**src/rtl/dft_in_pingpong.sv**
```systemverilog
// dft_in_pingpong: serial-to-frame loader with ping-pong banks for dft_16to8.
// Ports:
//   clk, rst_n        clock (rising edge), asynchronous active-low reset
//   in_valid/in_ready input handshake; in_data is a signed IN_W sample
//   in_last           early end-of-frame marker (framing error if before sample 31)
//   out_valid/out_ready  frame handshake; a consume frees the presented bank
//   fa_flat/fb_flat   samples 0..15 / 16..31 of the presented frame, element n at [n*IN_W +: IN_W]
//   frame_err         one-cycle pulse when a partial frame is discarded
module dft_in_pingpong #(
    parameter int IN_W  = 8,
    parameter int FRAME = 32
) (
    input  logic               clk,
    input  logic               rst_n,
    input  logic               in_valid,
    output logic               in_ready,
    input  logic [IN_W-1:0]    in_data,
    input  logic               in_last,
    output logic               out_valid,
    input  logic               out_ready,
    output logic [16*IN_W-1:0] fa_flat,
    output logic [16*IN_W-1:0] fb_flat,
    output logic               frame_err
);
    logic [IN_W-1:0] r_bank [2][FRAME];
    logic [1:0]      r_full;
    logic            r_wr_sel;
    logic            r_rd_sel;
    logic [4:0]      r_wr_cnt;
    logic            r_frame_err;
    logic            w_accept;
    logic            w_consume;
    logic            w_last_slot;

    // The fill bank can only be full when both banks hold unread frames.
    assign in_ready    = !r_full[r_wr_sel];
    assign out_valid   = r_full[r_rd_sel];
    assign frame_err   = r_frame_err;
    assign w_accept    = in_valid && in_ready;
    assign w_consume   = out_valid && out_ready;
    assign w_last_slot = r_wr_cnt == 5'(FRAME - 1);

    always_ff @(posedge clk or negedge rst_n) begin
        if (!rst_n) begin
            for (int b = 0; b < 2; b++)
                for (int i = 0; i < FRAME; i++)
                    r_bank[b][i] <= '0;
            r_full      <= '0;
            r_wr_sel    <= 1'b0;
            r_rd_sel    <= 1'b0;
            r_wr_cnt    <= '0;
            r_frame_err <= 1'b0;
        end else begin
            r_frame_err <= w_accept && in_last && !w_last_slot;
            // Consume and fill always target different banks, so both updates can land.
            if (w_consume) begin
                r_full[r_rd_sel] <= 1'b0;
                r_rd_sel         <= !r_rd_sel;
            end
            if (w_accept) begin
                r_bank[r_wr_sel][r_wr_cnt] <= in_data;
                if (w_last_slot) begin
                    r_full[r_wr_sel] <= 1'b1;
                    r_wr_sel         <= !r_wr_sel;
                    r_wr_cnt         <= '0;
                end else begin
                    // An early in_last drops the partial frame by restarting the fill.
                    r_wr_cnt <= in_last ? 5'd0 : r_wr_cnt + 5'd1;
                end
            end
        end
    end

    for (genvar n = 0; n < 16; n++) begin : g_out
        assign fa_flat[n*IN_W +: IN_W] = r_bank[r_rd_sel][n];
        assign fb_flat[n*IN_W +: IN_W] = r_bank[r_rd_sel][n+16];
    end
endmodule

```
**config.mk**
```make
export PLATFORM = sky130hd
export DESIGN_NAME = dft_in_pingpong
export DESIGN_NICKNAME = d
export VERILOG_FILES = /design/src/rtl/dft_in_pingpong.sv
export SDC_FILE = /design/constraint.sdc
export NUM_CORES = 1
export LEC_CHECK = 0
export CAP_MARGIN = 0
export CELL_PAD_IN_SITES_DETAIL_PLACEMENT = 1
export CELL_PAD_IN_SITES_GLOBAL_PLACEMENT = 2
export CORE_MARGIN = 3
export CORE_UTILIZATION = 41
export CTS_CLUSTER_SIZE = 30
export DETAILED_ROUTE_END_ITERATION = 16
export PLACE_DENSITY = 0.92
export SETUP_SLACK_MARGIN = 0.4
export SLEW_MARGIN = 20
export SYNTH_ARGS = -nofsm -noshare
export SYNTH_HDL_FRONTEND = slang
export SYNTH_SLANG_ARGS = --single-unit
```
**constraint.sdc**
```tcl
create_clock -name clk -period 2.5 [get_ports clk]
set_input_delay 0.25 -clock clk [delete_from_list [all_inputs] [get_ports clk]]
set_output_delay 0.25 -clock clk [all_outputs]
set_load 0.01 [all_outputs]
```
---- Word level (Yosys, flattened, before mapping) ----
Index checks and enable logic that the tools add are counted.
word-level totals
  word-level logic and storage cells ...... 120
  input bits .............................. 13
  register bits ........................... 522
cells by class
  bitwise gates (word level) .............. 6
  equal/unequal tests ..................... 1
  muxes and demuxes ....................... 21
  magnitude comparators ................... 9
  reductions and logical operators ........ 13
  $add $sub $neg .......................... 1
operators by type and width
  operator             count
  $mux 256             4
  $bwmux 512           1
  $demux 256 s1        1
  $demux 8 s5          1
  $mux 5               2
  $logic_and 1x1->1    8
  $mux 8               1
  $ge 6x6->1 const B   1
  $lt 6x1->1 const B   1
  $mux 1               6
  $mux 2               3
  $not 5->6            1
  $add 5x1->5 const B  1
  $eq 5x5->1 const B   1
  $ge 2x2->1 const B   2
  $logic_not 1->1      4
  $lt 1x2->1 const B   2
  $not 1->2            2
  $and 2x2->2          1
  $demux 1 s1          2
  $ge 1x1->1 const B   2
  $lt 2x1->1 const B   1
  $not 2->2            1
  $or 2x2->2           1
  $reduce_and 2->1     1

---- Longest topological paths before layout ----
Gate-level depths: netlist of the first run.
  depth in word-level cells ............... 10
  gate-level depth with buffers ........... 7

---- Worst setup path before layout of the first run ----
OpenSTA, ideal clock, no wires.
  path kind ............................... reg-to-reg
  from .................................... reg r_wr_cnt[0]
  to ...................................... reg r_bank[216] in the netlist's numbering
  setup time .............................. 0.125 ns
  period minus slack after synthesis ...... 1.930 ns
  buffers on the path ..................... 2
  setup slack ............................. 0.570 ns
  cell stages (with the launch flop) ...... 8
  arrival ................................. 1.805 ns
  cells stage by stage .................... dfrtp_1 -> inv_1 -> ha_1 -> nand4b_1 -> buf_6 -> or4_1 -> buf_6 -> mux2_4
between the ends
  cells in the longest elaborated chain, start to end .. 8
ends and longest elaborated chain
  item                                                                   RTL line  source
  start, declared                                                        29        logic [4:0] r_wr_cnt;
  start signal, assigned                                                 68        r_wr_cnt <= in_last ? 5'd0 : r_wr_cnt + 5'd1;
  $not 5->6 (not written as such) *                                      61        r_bank[r_wr_sel][r_wr_cnt] <= in_data;
  $ge 6x6->1 (not written as such) / $lt 6x1->1 (equally long branches)  61
  $logic_and 1x1->1 (not written as such)                                61
  $mux 8 (not written as such)                                           61
  $demux 8 s5 *                                                          61
  $mux 256 (not written as such) *                                       61
  $demux 256 s1 *                                                        61
  $bwmux 512 *                                                           61
  end signal, assigned by index                                          61
  end, declared                                                          25        logic [IN_W-1:0] r_bank [2][FRAME];
Every way passes the cells marked *; elsewhere a longest branch is shown, timed or not.
A chain may end at the register's enable or synchronous reset.

---- Worst setup path after layout of the first run ----
  from .................................... reg r_rd_sel
  to ...................................... out fa_flat[28]
between the ends
  cells in the longest elaborated chain, start to end .. 4
ends and longest elaborated chain
  item                             RTL line  source
  start, declared                  28        logic r_rd_sel;
  start signal, assigned           58        r_rd_sel <= !r_rd_sel;
  $not 1->2 (not written as such)  75        assign fa_flat[n*IN_W +: IN_W] = r_bank[r_rd_sel][n];
  $mux 256 (3 in a row)            -
  end, declared                    21        output logic [16*IN_W-1:0] fa_flat,
Every way passes these cells. The select of a mux whose other input is x is not followed.

==> summary.md, run 1 <==
| Metric | Value |
|---|---|
| Synth Cell Area | 23400 um^2 |
| Slew headroom | 0.396 |
| VDD IR max | 526 uV |
| F_max | 398 MHz |
| Root buf cell | clkbuf_16 |
| Post-Layout Cell Count | 2694 |
| Synth top area cells | dfrtp_1 56%, mux2_2 35%, mux2_4 2.1% |
| CP endpoint kind | output pin |
| Initial Util | 0.419 |
| WP data required | 2250 ps |
| Tcrit/Tclk final | 1.01 |
| Final ANT Viol Nets | 0 |
| Largest net degree at the start of global routing | 94 |
| Post-Syn Instances | 1536 |
| Clock slew at reported path FFs | 70 ps |
| Layout Nets | 1916 |
| CTS Buf Count | 56 |
| IO Count | 272 |
| Final setup fails | 4 |
| Final Max Tran Viols | 0 |
| Port Buf Inserts | 271 |
| LEAKAGE | 0.0154 uW |
| CP max FO | 7 |
| Synth Net Count | 1554 |
| Layout cells sized above 1 | 0.677 |
| Grt total ovfl | 0 |
| Critical path class | flop to output pin |
| Setup_tns | -24.8 ps |
| Finished Core Util | 0.554 |
| PnR worst setup slack | -13.3 ps |
| Final Hold Vio Count | 0 |
| YS warnings | 0 |
| Sequential area share after synthesis | 0.558 |
| CTS sink cnt | 522 |
| Core area | 55800 um^2 |
| Die area | 60000 um^2 |
| Vias per inst | 5.32 |
| Via Count | 14300 |
| Area leader, netlist | dfrtp_1 |
| Unique masters post-synth | 49 |
| Post-synthesis register bit count | 522 |
| Register-to-Register Path Depth | 5 |
| Internal reg-to-reg setup slack | 240 ps |
| Cell Count Post-Placement | 2508 |
| Number of H-tree levels | 2 |
| Status | finished, violations left |
| Die width | 245 um |
| Critical path startpoint category | flop |
| Final wirelength | 72.8 mm |
| DP HPWL | 42.1 mm |
| Commonest cells after routing, fill and taps aside | 628 x mux2_2, 520 x dfrtp_1, 184 x buf_6, 134 x mux2_4 |
| Syn avg cell area | 15.2 um^2 |
| Post-synth ARST share | 1.00 |
| Post-synth top area share | 0.558 |
| Initial antenna violation count | 1 |
| Reg-to-reg critical path endpoint | r_bank[208] |
| Tmin final | 2510 ps |
| Initial DRC count | 717 |
| Worst-Skew Late Latency | 620 ps |
| Max Buffers Root-to-Sink | 3 |
| Vias in the first global route | 16400 |
| DRC viols | 0 |
| Cell Pwr Density | 677 nW/um^2 |
| CTS tree | built |
| Layout area overhead | 32.1% |
| Routed WL per cell | 27.0 um |
| RD Place Congestion | 0.794 |
| Drt pass-1 iters | 4 |
| RSZ-0062 raised after global routing | true |
| Top FF cell, synth | dfrtp_1 |
| Clock skew | 12.9 ps |
| EDFF count, synth | 0 |
| Worst R2R Start | r_wr_cnt[1] |
| WP data arrival | 2260 ps |
| WHS | 229 ps |
| Die height | 245 um |
| Register area | 13100 um^2 |
| Max Cap Viol | 0 |
| Worst-margin pin slew | 907 ps |
| Row cnt | 86 |
| Tot GR Track Use | 0.231 |
| Hold crit path type | input port to async pin |
| Multi-input logic area | 10200 um^2 |
| Failing checks | negative setup slack |
| # fillers | 5172 |
| Most common cell after layout, fill and taps aside | mux2_2 |
| First-pass GRT wire length | 105 mm |
## area by class of cell
type / count / share of cell area
antenna: 1 / 0.0000809
clock inverter: 26 / 0.0101
clock buffer: 79 / 0.0523
inverter: 4 / 0.000486
multi-input combinational: 896 / 0.330
sequential: 522 / 0.423
timing repair buffer: 418 / 0.154
tap: 748 / 0.0303
## cells by family after synthesis
logic type	synth area share
AOI/OAI and AO/OA	0.00369
adders and majority gates	0.00267
buffers and inverters	0.0226
DFF	0.558
muxes	0.376
and+or+nand+nor	0.0374
## worst max-delay path: stages (launching register included)
cell	delay, ps
dfrtp_4	530
buf_12	160
buf_6	110
buf_12	120
buf_8	130
buf_16	130
mux2_4	320
buf_6	120
## state kept, by name, indices dropped and copies added, names as in the netlist
register,cells
frame_err,1
r_bank,512
r_rd_sel,1
r_full,2
r_wr_sel,1
r_wr_cnt,5
## worst max path at each step
stage | slack, ps | end | from
global placement | 60 | r_bank[480] | in_valid
global route | -70 | fa_flat[28] | r_rd_sel
finish | -10 | fa_flat[28] | r_rd_sel
CTS | -80 | fb_flat[70] | r_rd_sel
detailed placement | 10 | r_bank[288] | in_valid
floorplan | 570 | r_bank[216] | r_wr_cnt[0]
## what timing repair did
item,in CTS,in global routing
setup endpoints to repair,444,628
resized for setup,845,430
setup buffers,28,26
cloned,18,7
endpoints found under the hold margin,63,0
hold buffers,1,0
## metal layers
metal	GRT usage	up-vias	wire length (um)
met5	0	-	0
met4	0.0542	0	1550
met3	0.0440	84	3060
met2	0.401	308	37100
met1	0.299	7713	31100
li1	-	6218	-
## report_power, final
group | leakage [uW] | total, uW | internal, uW | switching (uW)
Clock | 0.000942 | 8740 | 5060 | 3680
Sequential | 0.00718 | 9220 | 8930 | 291
Combinational | 0.00729 | 2980 | 1590 | 1390
## synth_stat cells, types with 3 or more instances
library cell / number
mux2_4: 32
o21ai_0: 4
or4_1: 4
inv_1: 4
nor3_2: 3
nand2b_1: 3
buf_2: 8
nor3_4: 4
mux2_2: 730
nor2_4: 14
buf_1: 8
nor2_2: 23
ha_1: 5
dfrtp_1: 522
nand4bb_1: 3
buf_6: 9
nor4bb_1: 3
nand4b_1: 4
nor2_1: 3
clkbuf_1: 87
nand2_1: 16
mux2_1: 7
nor3b_2: 3
nand2_2: 4
## stage by stage
step | total power (uW) | setup WS, ps | area [um^2]
floorplan | 10600 | 570 | 23400
global placement | 12200 | 62.2 | 27300
detailed placement | 12300 | 10.7 | 27300
CTS | 20900 | -76.9 | 30200
global route | 21700 | -66.3 | 30900
finish | 20900 | -13.3 | 30900
No activity file was read; power rests on OpenSTA's default activity.
==> run 2: changes to the inputs <==
- TNS_END_PERCENT: default -> 100
==> results of run 2 <==
No change in the layout: final DEF, timing and power equal those of run 1.
==> run 3: changes to the inputs <==
- MAX_ROUTING_LAYER: default -> met4
==> run 3 against run 2 <==
The flow still finishes with violations (negative setup slack). Wire length fell by 0.59%. Hold slack improved by 14 ps. Critical path type unchanged. Highest routed layer unchanged. Power barely moved.
==> summary.md, run 3 (synthesized netlist as in run 1, its figures left out) <==
| Metric | Value |
|---|---|
| Tot GR Track Use | 0.238 |
| Via Count | 14400 |
| Combinational share of power | 0.142 |
| Failing checks | negative setup slack |
| Final Hold Vio Count | 0 |
| Most common cell after layout, fill and taps aside | mux2_2 |
| Final Max Tran Viols | 0 |
| Crit path largest cell delay | 530 ps |
| CTS sink cnt | 522 |
| Largest net degree at the start of global routing | 94 |
| CP endpoint kind | output pin |
| Start point of the critical path | r_rd_sel |
| Worst R2R Start | r_wr_cnt[1] |
| Worst-margin pin slew | 884 ps |
| Vias in the first global route | 16300 |
| Layout cells sized above 1 | 0.677 |
| RSZ-0062 raised after global routing | true |
| Vias per inst | 5.35 |
| Dpl cell area | 27300 um^2 |
| WHS | 243 ps |
| Die width | 245 um |
| Initial Util | 0.419 |
| Internal | 15600 uW |
| Reg with most FFs | r_bank |
| Routed WL per cell | 26.9 um |
| Die height | 245 um |
| Initial antenna violation count | 1 |
| Clock slew at reported path FFs | 60 ps |
| First-pass GRT wire length | 105 mm |
| CTS Buf Count | 56 |
| Die area | 60000 um^2 |
| PnR worst setup slack | -9.32 ps |
| Initial DRC count | 675 |
| Slew headroom | 0.411 |
| Cell Pwr Density | 676 nW/um^2 |
| Final wirelength | 72.4 mm |
| Port Buf Inserts | 271 |
| Root buf cell | clkbuf_16 |
| Number of H-tree levels | 2 |
| Row cnt | 86 |
| Setup_tns | -10.2 ps |
| Clock skew | 13.9 ps |
| Final setup fails | 2 |
| LEAKAGE | 0.0154 uW |
| Final ANT Viol Nets | 0 |
| CTS tree | built |
| Cell Count Post-Placement | 2508 |
| Critical path startpoint category | flop |
| IO Count | 272 |
| Grt total ovfl | 0 |
| Finished Core Util | 0.554 |
| Layout area overhead | 32.2% |
| Layout Nets | 1916 |
| Max Buffers Root-to-Sink | 3 |
| Post-Layout Cell Count | 2694 |
| Status | finished, violations left |
| Switching part of the total | 0.255 |
| Sequential power share | 0.441 |
| DP HPWL | 42.1 mm |
| F_max | 399 MHz |
| RD Place Congestion | 0.805 |
| Final Cell Area | 31000 um^2 |
| Hold crit path type | input port to async pin |
| WP data required | 2250 ps |
| CP max FO | 7 |
| Tcrit/Tclk final | 1.00 |
| WP data arrival | 2260 ps |
| Critical path cell sequence | buf_12, buf_6, buf_12, buf_8, buf_16, mux2_2, buf_6 |
| Tmin final | 2510 ps |
| Clock share of power | 0.417 |
| Critical path class | flop to output pin |
| Largest registers in the final layout | r_bank (512), r_wr_cnt (5), r_full (2) |
| Drt pass-1 iters | 5 |
| Worst-Skew Late Latency | 620 ps |
| VDD IR max | 521 uV |
| Switching power | 5340 uW |
| Commonest cells after routing, fill and taps aside | 614 x mux2_2, 520 x dfrtp_1, 178 x buf_6, 148 x mux2_4, 67 x buf_4 |
| CP max-delay cell | dfrtp_4 |
| Max Cap Viol | 0 |
| DRC viols | 0 |
| Max reg flops | 512 |
| Core area | 55800 um^2 |
[run 3: cell types whose count changed in the layout (fill, tap and decap cells not counted), sizes merged]
| cell | previous run | this run |
|---|---|---|
| clkbuf | 125 | 127 |
| buf | 332 | 331 |
| dlygate4sd2 | 16 | 15 |
[run 3: area by class of cell]
cell class                 instances  area (um^2)
antenna                            1         2.50
clock buffer                      79         1620
clock inverter                    26          313
fill                            5186        24900
inverter                           4         15.0
multi-input combinational        896        10300
sequential                       522        13100
tap                              748          936
timing repair buffer             418         4730
[run 3: metrics by stage]
step                      setup slack [ps]  total power [uW]
after floorplan                        570             10600
after global placement                62.2             12200
after detailed placement              10.7             12300
after CTS                            -76.9             20900
after global routing                 -67.3             21700
final                                -9.32             20900
[run 3: worst paths after layout]
path	end	slack [ps]	cells after the start
hold reg to reg	r_bank[180]	500	1
max in group asynchronous	r_rd_sel	1240	3
setup / recovery	fa_flat[18]	-9	7
hold / removal	r_bank[21]	240	2
min in group clk	r_bank[338]	270	2
setup reg to reg	r_bank[210]	220	5
[run 3: power groups by stage]
stage	sequential, uW	clock, uW	combinational (uW)
floorplan	9240	0	1370
global placement	9290	0	2880
detailed placement	9330	0	2940
CTS	9180	8850	2830
global route	9270	9270	3190
finish	9220	8720	2980
[run 3: worst max-delay path: cells and delay by family (launching register included)]
| kind | cells | cell delay [ps] |
|---|---|---|
| buf+inv | 6 | 810 |
| flops | 1 | 530 |
| mux | 1 | 300 |
[run 3: per-layer routing]
metal	up-vias	track usage	part of all wire
met5	-	-	0
met4	0	0.0531	0.021
met3	86	0.0411	0.042
met2	336	0.401	0.51
met1	7766	0.302	0.43
li1	6221	-	-
[run 3: repair_timing]
action | in CTS | in global routing
pin swaps | 0 | 1
cloned | 18 | 6
endpoints found under the setup margin | 444 | 629
resized for setup | 845 | 440
hold buffers | 1 | 0
endpoints found under the hold margin | 63 | 0
setup buffers | 28 | 27
